File: src/rtl/overcooked_pkg.sv
// Shared action codes and player types for the game datapath.
package overcooked_pkg;

  localparam int NUM_SLOTS = 4;

  typedef enum logic [2:0] {
    ACT_NONE  = 3'd0,
    ACT_LEFT  = 3'd1,
    ACT_RIGHT = 3'd2,
    ACT_UP    = 3'd3,
    ACT_DOWN  = 3'd4,
    ACT_CHOP  = 3'd5,
    ACT_CARRY = 3'd6,
    ACT_DROP  = 3'd7
  } action_t;

  typedef logic [1:0] player_id_t;

endpackage

File: src/rtl/rr_pick.sv
// Round-robin priority encoder: first set request at or above ptr, wrapping.
// Purely combinational; no backpressure of its own.
module rr_pick #(
  parameter int N  = 4,
  parameter int IW = $clog2(N)
) (
  input  logic [N-1:0]  req,
  input  logic [IW-1:0] ptr,
  output logic          grant_valid,
  output logic [IW-1:0] grant_idx
);

  logic [IW-1:0] idx;

  // Scan from the farthest offset back toward ptr so the nearest hit wins.
  always_comb begin
    grant_valid = |req;
    grant_idx   = '0;
    idx         = '0;
    for (int i = N - 1; i >= 0; i--) begin
      idx = IW'((int'(ptr) + i) % N);
      if (req[idx]) grant_idx = idx;
    end
  end

endmodule

File: src/rtl/player_action_arbiter.sv
// Serializes one action per active player per frame onto a single valid/ready port.
// Capture-to-act_valid latency 1 cycle; act_ready low holds the payload and stalls grants.
module player_action_arbiter #(
  parameter int NUM_SLOTS = overcooked_pkg::NUM_SLOTS,
  parameter int ACT_W     = 3
) (
  input  logic                       clock,
  input  logic                       reset_n,
  input  logic                       frame_update,
  input  logic [1:0]                 num_players,
  input  logic [NUM_SLOTS-1:0]       req_valid,
  input  logic [NUM_SLOTS*ACT_W-1:0] req_action,
  output logic [NUM_SLOTS-1:0]       req_ready,
  output logic                       act_valid,
  output logic [1:0]                 act_player,
  output logic [ACT_W-1:0]           act_code,
  input  logic                       act_ready,
  output logic [NUM_SLOTS-1:0]       served,
  output logic                       overrun
);
  import overcooked_pkg::*;

  localparam int IW = $clog2(NUM_SLOTS);
  localparam logic [ACT_W-1:0] CODE_NONE = ACT_W'(ACT_NONE);

  logic [NUM_SLOTS-1:0] active;
  logic [NUM_SLOTS-1:0] pending;
  logic [NUM_SLOTS-1:0] capture;
  logic [NUM_SLOTS-1:0] set_pend;
  logic [NUM_SLOTS-1:0] grant_clr;
  logic [ACT_W-1:0]     hold [NUM_SLOTS];
  logic [IW-1:0]        rr_ptr;
  logic [IW-1:0]        grant_idx;
  logic                 grant_valid;
  logic                 grant_en;

  always_comb begin
    for (int i = 0; i < NUM_SLOTS; i++) begin
      active[i]   = (i <= int'(num_players));
      set_pend[i] = capture[i] && (req_action[i*ACT_W +: ACT_W] != CODE_NONE);
    end
  end

  assign req_ready = active & ~pending & ~served;
  assign capture   = req_valid & req_ready;

  // Picker sees pre-capture pending, so a fresh capture is grantable next cycle.
  rr_pick #(.N(NUM_SLOTS), .IW(IW)) u_rr_pick (
    .req        (pending & active),
    .ptr        (rr_ptr),
    .grant_valid(grant_valid),
    .grant_idx  (grant_idx)
  );

  assign grant_en  = grant_valid & (~act_valid | act_ready);
  assign grant_clr = grant_en ? (NUM_SLOTS'(1) << grant_idx) : '0;

  always_ff @(posedge clock or negedge reset_n) begin
    if (!reset_n) begin
      pending    <= '0;
      served     <= '0;
      rr_ptr     <= '0;
      act_valid  <= 1'b0;
      act_player <= '0;
      act_code   <= CODE_NONE;
      overrun    <= 1'b0;
      for (int i = 0; i < NUM_SLOTS; i++) hold[i] <= '0;
    end else begin
      pending <= ((pending & ~grant_clr) | set_pend) & active;
      served  <= ((frame_update ? '0 : served) | capture) & active;
      overrun <= frame_update & ((|(pending & active)) | (act_valid & ~act_ready));
      for (int i = 0; i < NUM_SLOTS; i++) begin
        if (capture[i]) hold[i] <= req_action[i*ACT_W +: ACT_W];
      end
      // A player dropped mid-frame keeps any action already on the output.
      if (grant_en) begin
        act_valid  <= 1'b1;
        act_player <= player_id_t'(grant_idx);
        act_code   <= hold[grant_idx];
        rr_ptr     <= IW'((int'(grant_idx) + 1) % NUM_SLOTS);
      end else if (act_ready) begin
        act_valid  <= 1'b0;
      end
    end
  end

endmodule

File: config.mk
export PLATFORM = sky130hd
export DESIGN_NAME = player_action_arbiter
export DESIGN_NICKNAME = d
export VERILOG_FILES = /design/src/rtl/overcooked_pkg.sv /design/src/rtl/rr_pick.sv /design/src/rtl/player_action_arbiter.sv
export SDC_FILE = /design/constraint.sdc
export NUM_CORES = 1
export LEC_CHECK = 0
export ABC_AREA = 0
export CAP_MARGIN = 20
export CORE_UTILIZATION = 50
export DETAILED_ROUTE_END_ITERATION = 10
export GPL_ROUTABILITY_DRIVEN = 0
export PLACE_DENSITY = 0.92
export SYNTH_ARGS = -nofsm -noshare
export SYNTH_HDL_FRONTEND = slang
export SYNTH_SLANG_ARGS = --single-unit
File: constraint.sdc
create_clock -name clock -period 6.6 [get_ports clock]
set_clock_uncertainty 0.2 [all_clocks]
set_input_delay 1.32 -clock clock [delete_from_list [all_inputs] [get_ports clock]]
set_output_delay 1.32 -clock clock [all_outputs]
set_load 0.01 [all_outputs]
---- After elaboration in Yosys (flattened, before gate mapping) ----
Index checks and enable logic that the tools add are counted.
W data, S select, Z words.
word-level totals
  flip-flop bits (word level) ............. 29
  output and inout port bits .............. 15
  input bits .............................. 22
  logic and storage cells ................. 73
operators by class
  shifts and indexed selects .............. 1
  reductions and logical operators ........ 10
  muxes and demuxes ....................... 19
  $lt $le $gt $ge ......................... 8
  bitwise logic cells ..................... 20
  $add $sub $neg .......................... 4
operators by type and width
  cell                   number
  $and A4 B4 Y4          7
  $lt A2 B3 Y1 const B   4
  $not A4 Y4             3
  $reduce_bool A3 Y1     4
  $bmux W1 S2            4
  $mux W2                4
  $mux W4                2
  $or A4 B4 Y4           2
  $bmux W3 S2            1
  $mux W1                6
  $mux W3                2
  $add A2 B1 Y2 const B  2
  $add A2 B2 Y2 const B  2
  $le A2 B2 Y1 const A   2
  $logic_and A1 B1 Y1    4
  $reduce_or A4 Y1       1
  $shl A1 B2 Y4 const A  1
  $and A1 B1 Y1          3
  $ge A3 B3 Y1 const B   1
  $not A2 Y3             1
  $le A1 B2 Y1 const A   1
  $not A1 Y1             2
  $or A1 B1 Y1           2
  $reduce_bool A2 Y1     1

---- Logic depth before layout (Yosys ltp) ----
  depth in word-level cells ............... 14
  gate-level depth with buffers ........... 7
  mapped depth without buffers ............ 5

---- Hierarchy ----
From an unflattened synthesis, not the netlist that was laid out.
unflattened totals
  cell total of the unflattened synthesis .. 112
  area total of the unflattened synthesis .. 1403.8 um^2
by module, submodules not included
  module                 cells each  seq. area each (um^2)  times used  area each (um^2)
  player_action_arbiter  99          725.7                  1           1326.3
  rr_pick                13          0.0                    1           77.6

---- Worst setup path after synthesis ----
Ideal clock, no wire load.
  path kind ............................... in2out
  start ................................... in num_players[1]
  end ..................................... out req_ready[2]
  data arrival time ....................... 1.824 ns
  stages .................................. 3
  buffers on the path ..................... 1
  required time ........................... 5.080 ns
  path slack .............................. 3.256 ns
  path through ............................ buf_6 inv_1 nor3_1
between the ends
  cells in the longest elaborated chain, start to end .. 3
RTL lines
  item                        RTL line                     text
  start, declared             player_action_arbiter.sv:10  input logic [1:0] num_players,
  $le A2 B2 Y1                player_action_arbiter.sv:39  active[i] = (i <= int'(num_players));
  $and A4 B4 Y4 (2 in a row)  player_action_arbiter.sv:44  assign req_ready = active & ~pending & ~served;
  end, declared               player_action_arbiter.sv:13  output logic [NUM_SLOTS-1:0] req_ready,
Every way passes these cells.

---- Worst setup path after layout ----
Ends and elaborated chain as after synthesis.

==> impl_metrics.json <==
{
  "synth_top_family_by_area": "multiplexers",
  "p_sw_uw": 228,
  "grt_pass1_vias": 1040,
  "whs_ps": 288,
  "power.share.clock_pct": 20.8,
  "die-area_um2": 2910,
  "timing.final.crit_share_pct": 67.5,
  "p_int_uw": 500,
  "rsz0062_at_grt": "false",
  "setup_ws_ps": 2140,
  "fin_setup_tns_ps": 0,
  "power.share.combinational_pct": 39.7,
  "route.detailed.wl_per_inst_um": 16.3,
  "overflow": 0,
  "synthMuxAreaShare_pct": 18.7,
  "drtAntennaViolNets": 0,
  "cts_tree": "done",
  "outcome": "finished, final reports clean",
  "slew_violations": 0,
  "seq_area_frac_synth_pct": 53.9,
  "synth_adder_area_share_pct": 0,
  "dp.cells": 177,
  "grt_pass1_wl_um": 4760,
  "portBuffers": 36,
  "synth-compound-area-share_pct": 9.94,
  "critical_path_class": "primary input to primary output",
  "place_hpwl_um": 2380,
  "cts-buffers-inserted": 5,
  "sw_frac_of_total_pct": 31.3,
  "cts_max_path_buffers": 2,
  "htreeDepth": 2,
  "ys_ff_latch": 29,
  "synth_cell_types": 28,
  "setup_viol": 0,
  "post_cts_buffers": 0,
  "end_kind": "primary output",
  "fmax_mhz": 224,
  "dr_wl_met3_um": 140,
  "synth_edf_count": 0,
  "core_area_um2": 2520,
  "final_nets": 176,
  "synth_largest_area_cell": "dfrtp_1",
  "synth_xor_area_share_pct": 0.650,
  "cts_root_buf": "clkbuf_4",
  "required_ps": 5080,
  "max_cap_viol_count": 0,
  "drtIter0Drc": 19,
  "start_kind": "primary input",
  "layout.cells.non_filler": 185,
  "seqPwrFrac_pct": 39.4,
  "nFillCells": 186,
  "wl_met2_um": 1570,
  "synth-async-reset-ratio_pct": 100,
  "placed_area_um2": 1730,
  "synth.avg_cell_area_um2": 11.9,
  "clk_pin_slew_ps": 100,
  "synth_top_cells_by_count": "dfrtp_1 (29), mux2_2 (15), nand2_1 (11), nor3_1 (9), o21ai_0 (7)",
  "yosys.cell_count.top_type": "dfrtp_1",
  "syn-num-nets": 135,
  "ir_drop_mv": 0.311,
  "num_vias": 1044,
  "grt_max_degree": 30,
  "p_total_uw": 728,
  "synthToLayoutAreaGrowth_pct": 34.4,
  "die_y_um": 53.9,
  "start_util_pct": 53.4,
  "finalCriticalPeriod_ps": 4460,
  "drive_above_1_share_pct": 19.4,
  "first_pass_iters": 4,
  "synth_cells": 113,
  "power_density_nw_per_um2": 402,
  "drc": 0,
  "hold_path_class": "register to register",
  "yosys-top-cells-area": "dfrtp_1 (54%), mux2_2 (13%), mux4_2 (5.0%)",
  "m1WireLength_um": 1240,
  "max_slew_margin_pct": 65.3,
  "finalInstanceArea_um2": 1810,
  "hold_buffers": 0,
  "worstPathMaxFanout": 9,
  "dr.max_layer_used": "met4",
  "synth_simple_gate_area_share_pct": 13.8,
  "yosys_warnings": 0,
  "hold_violations": 0,
  "pin_count": 37,
  "clock_latency_ps": 330,
  "antenna_found_initial": 0,
  "synthesis.area_um2": 1350,
  "post-place-ws_ps": 2160,
  "ys.flop_type": "dfrtp_1",
  "clock-sinks": 29,
  "synth_top_area_share_pct": 53.9,
  "power.leakage_nw": 0.771,
  "diodes": 0,
  "finalCoreUtilization_pct": 71.8,
  "via_per_inst": 5.64,
  "crit_arrival_ps": 2940,
  "post_cts_resized": 0,
  "ff_latch_area_um2": 726,
  "wl_um": 3020,
  "die_w_um": 53.9,
  "grtUsageTotal_pct": 24.1,
  "tightest_slew_ps": 520,
  "num_rows": 18,
  "multi_input_area_um2": 581
}
placed cells by master (no fill, tap or decap):
| cell | Yosys | layout |
|---|---|---|
| buf_4 | 0 | 1 |
| mux2_4 | 1 | 1 |
| nand2b_1 | 3 | 3 |
| nand2_1 | 11 | 11 |
| o211a_1 | 1 | 1 |
| nor2_1 | 6 | 6 |
| a21o_1 | 1 | 1 |
| a31o_2 | 1 | 1 |
| nor3_1 | 9 | 9 |
| or2b_1 | 2 | 2 |
| mux4_2 | 3 | 3 |
| clkdlybuf4s50_1 | 0 | 36 |
| clkbuf_8 | 0 | 1 |
| nor3b_1 | 1 | 1 |
| nor2b_1 | 1 | 1 |
| xnor2_1 | 1 | 1 |
| a22o_1 | 1 | 1 |
| and3_2 | 1 | 1 |
| clkbuf_1 | 1 | 1 |
| dfrtp_1 | 29 | 29 |
| a221o_1 | 1 | 1 |
| and2_1 | 2 | 2 |
| a21oi_1 | 3 | 3 |
| o2111ai_1 | 1 | 1 |
| bufinv_16 | 0 | 1 |
| inv_1 | 4 | 4 |
| o21ai_0 | 7 | 7 |
| o22ai_1 | 3 | 3 |
| o2111a_1 | 1 | 1 |
| mux2_2 | 15 | 15 |
| nand3_2 | 1 | 1 |
| clkbuf_4 | 0 | 5 |
worst max-delay path, cell delays in order:
cell             delay (ps)
clkdlybuf4s50_1         650
inv_1                   100
nor3_1                  270
clkdlybuf4s50_1         600
kinds of logic after synthesis:
kind of cell | Yosys count
AOI/OAI and AO/OA | 20
DFF | 29
buffers and inverters | 7
muxes | 19
xor gates and xnor gates | 1
and+or+nand+nor | 37
cell type report:
| class | count | share of cell area [%] |
|---|---|---|
| flip-flops and latches | 29 | 40.1 |
| multi-input cells | 77 | 32.0 |
| repair buffers | 37 | 20.3 |
| clock buffers | 7 | 3.04 |
| well taps | 30 | 2.07 |
| clock inverters | 1 | 1.66 |
| inverters | 4 | 0.829 |
path summary, 6_finish.rpt:
check                                end      startpoint  slack (ps)  cells after the start
hold reg to reg            act_player[1]   act_player[1]         290                      2
hold / removal             act_player[1]   act_player[1]         290                      2
setup reg to reg             act_code[0]      pending[1]        4210                      5
max in group asynchronous      served[1]         reset_n        4760                      2
min in group asynchronous      served[0]         reset_n        1160                      2
setup / recovery            req_ready[2]  num_players[1]        2140                      4
registers in the layout, indices dropped and copies added, names as in the netlist:
| register | flops |
|---|---|
| act_code | 3 |
| act_player | 2 |
| act_valid | 1 |
| hold | 12 |
| overrun | 1 |
| pending | 4 |
| rr_ptr | 2 |
| served | 4 |
layer usage:
metal | track usage, % | up-vias
li1 | - | 493
met1 | 28.0 | 510
met2 | 40.5 | 34
met3 | 8.76 | 7
met4 | 8.33 | 0
met5 | 0 | -
power groups by stage:
stage                     sequential (mW)  clock (mW)  combinational (mW)
after floorplan                     0.285           0               0.175
after global placement              0.284           0               0.277
after detailed placement            0.290           0               0.290
after CTS                           0.287       0.154               0.291
after global routing                0.293       0.162               0.311
final                               0.287       0.152               0.289
(Power assumes the default switching activity.)
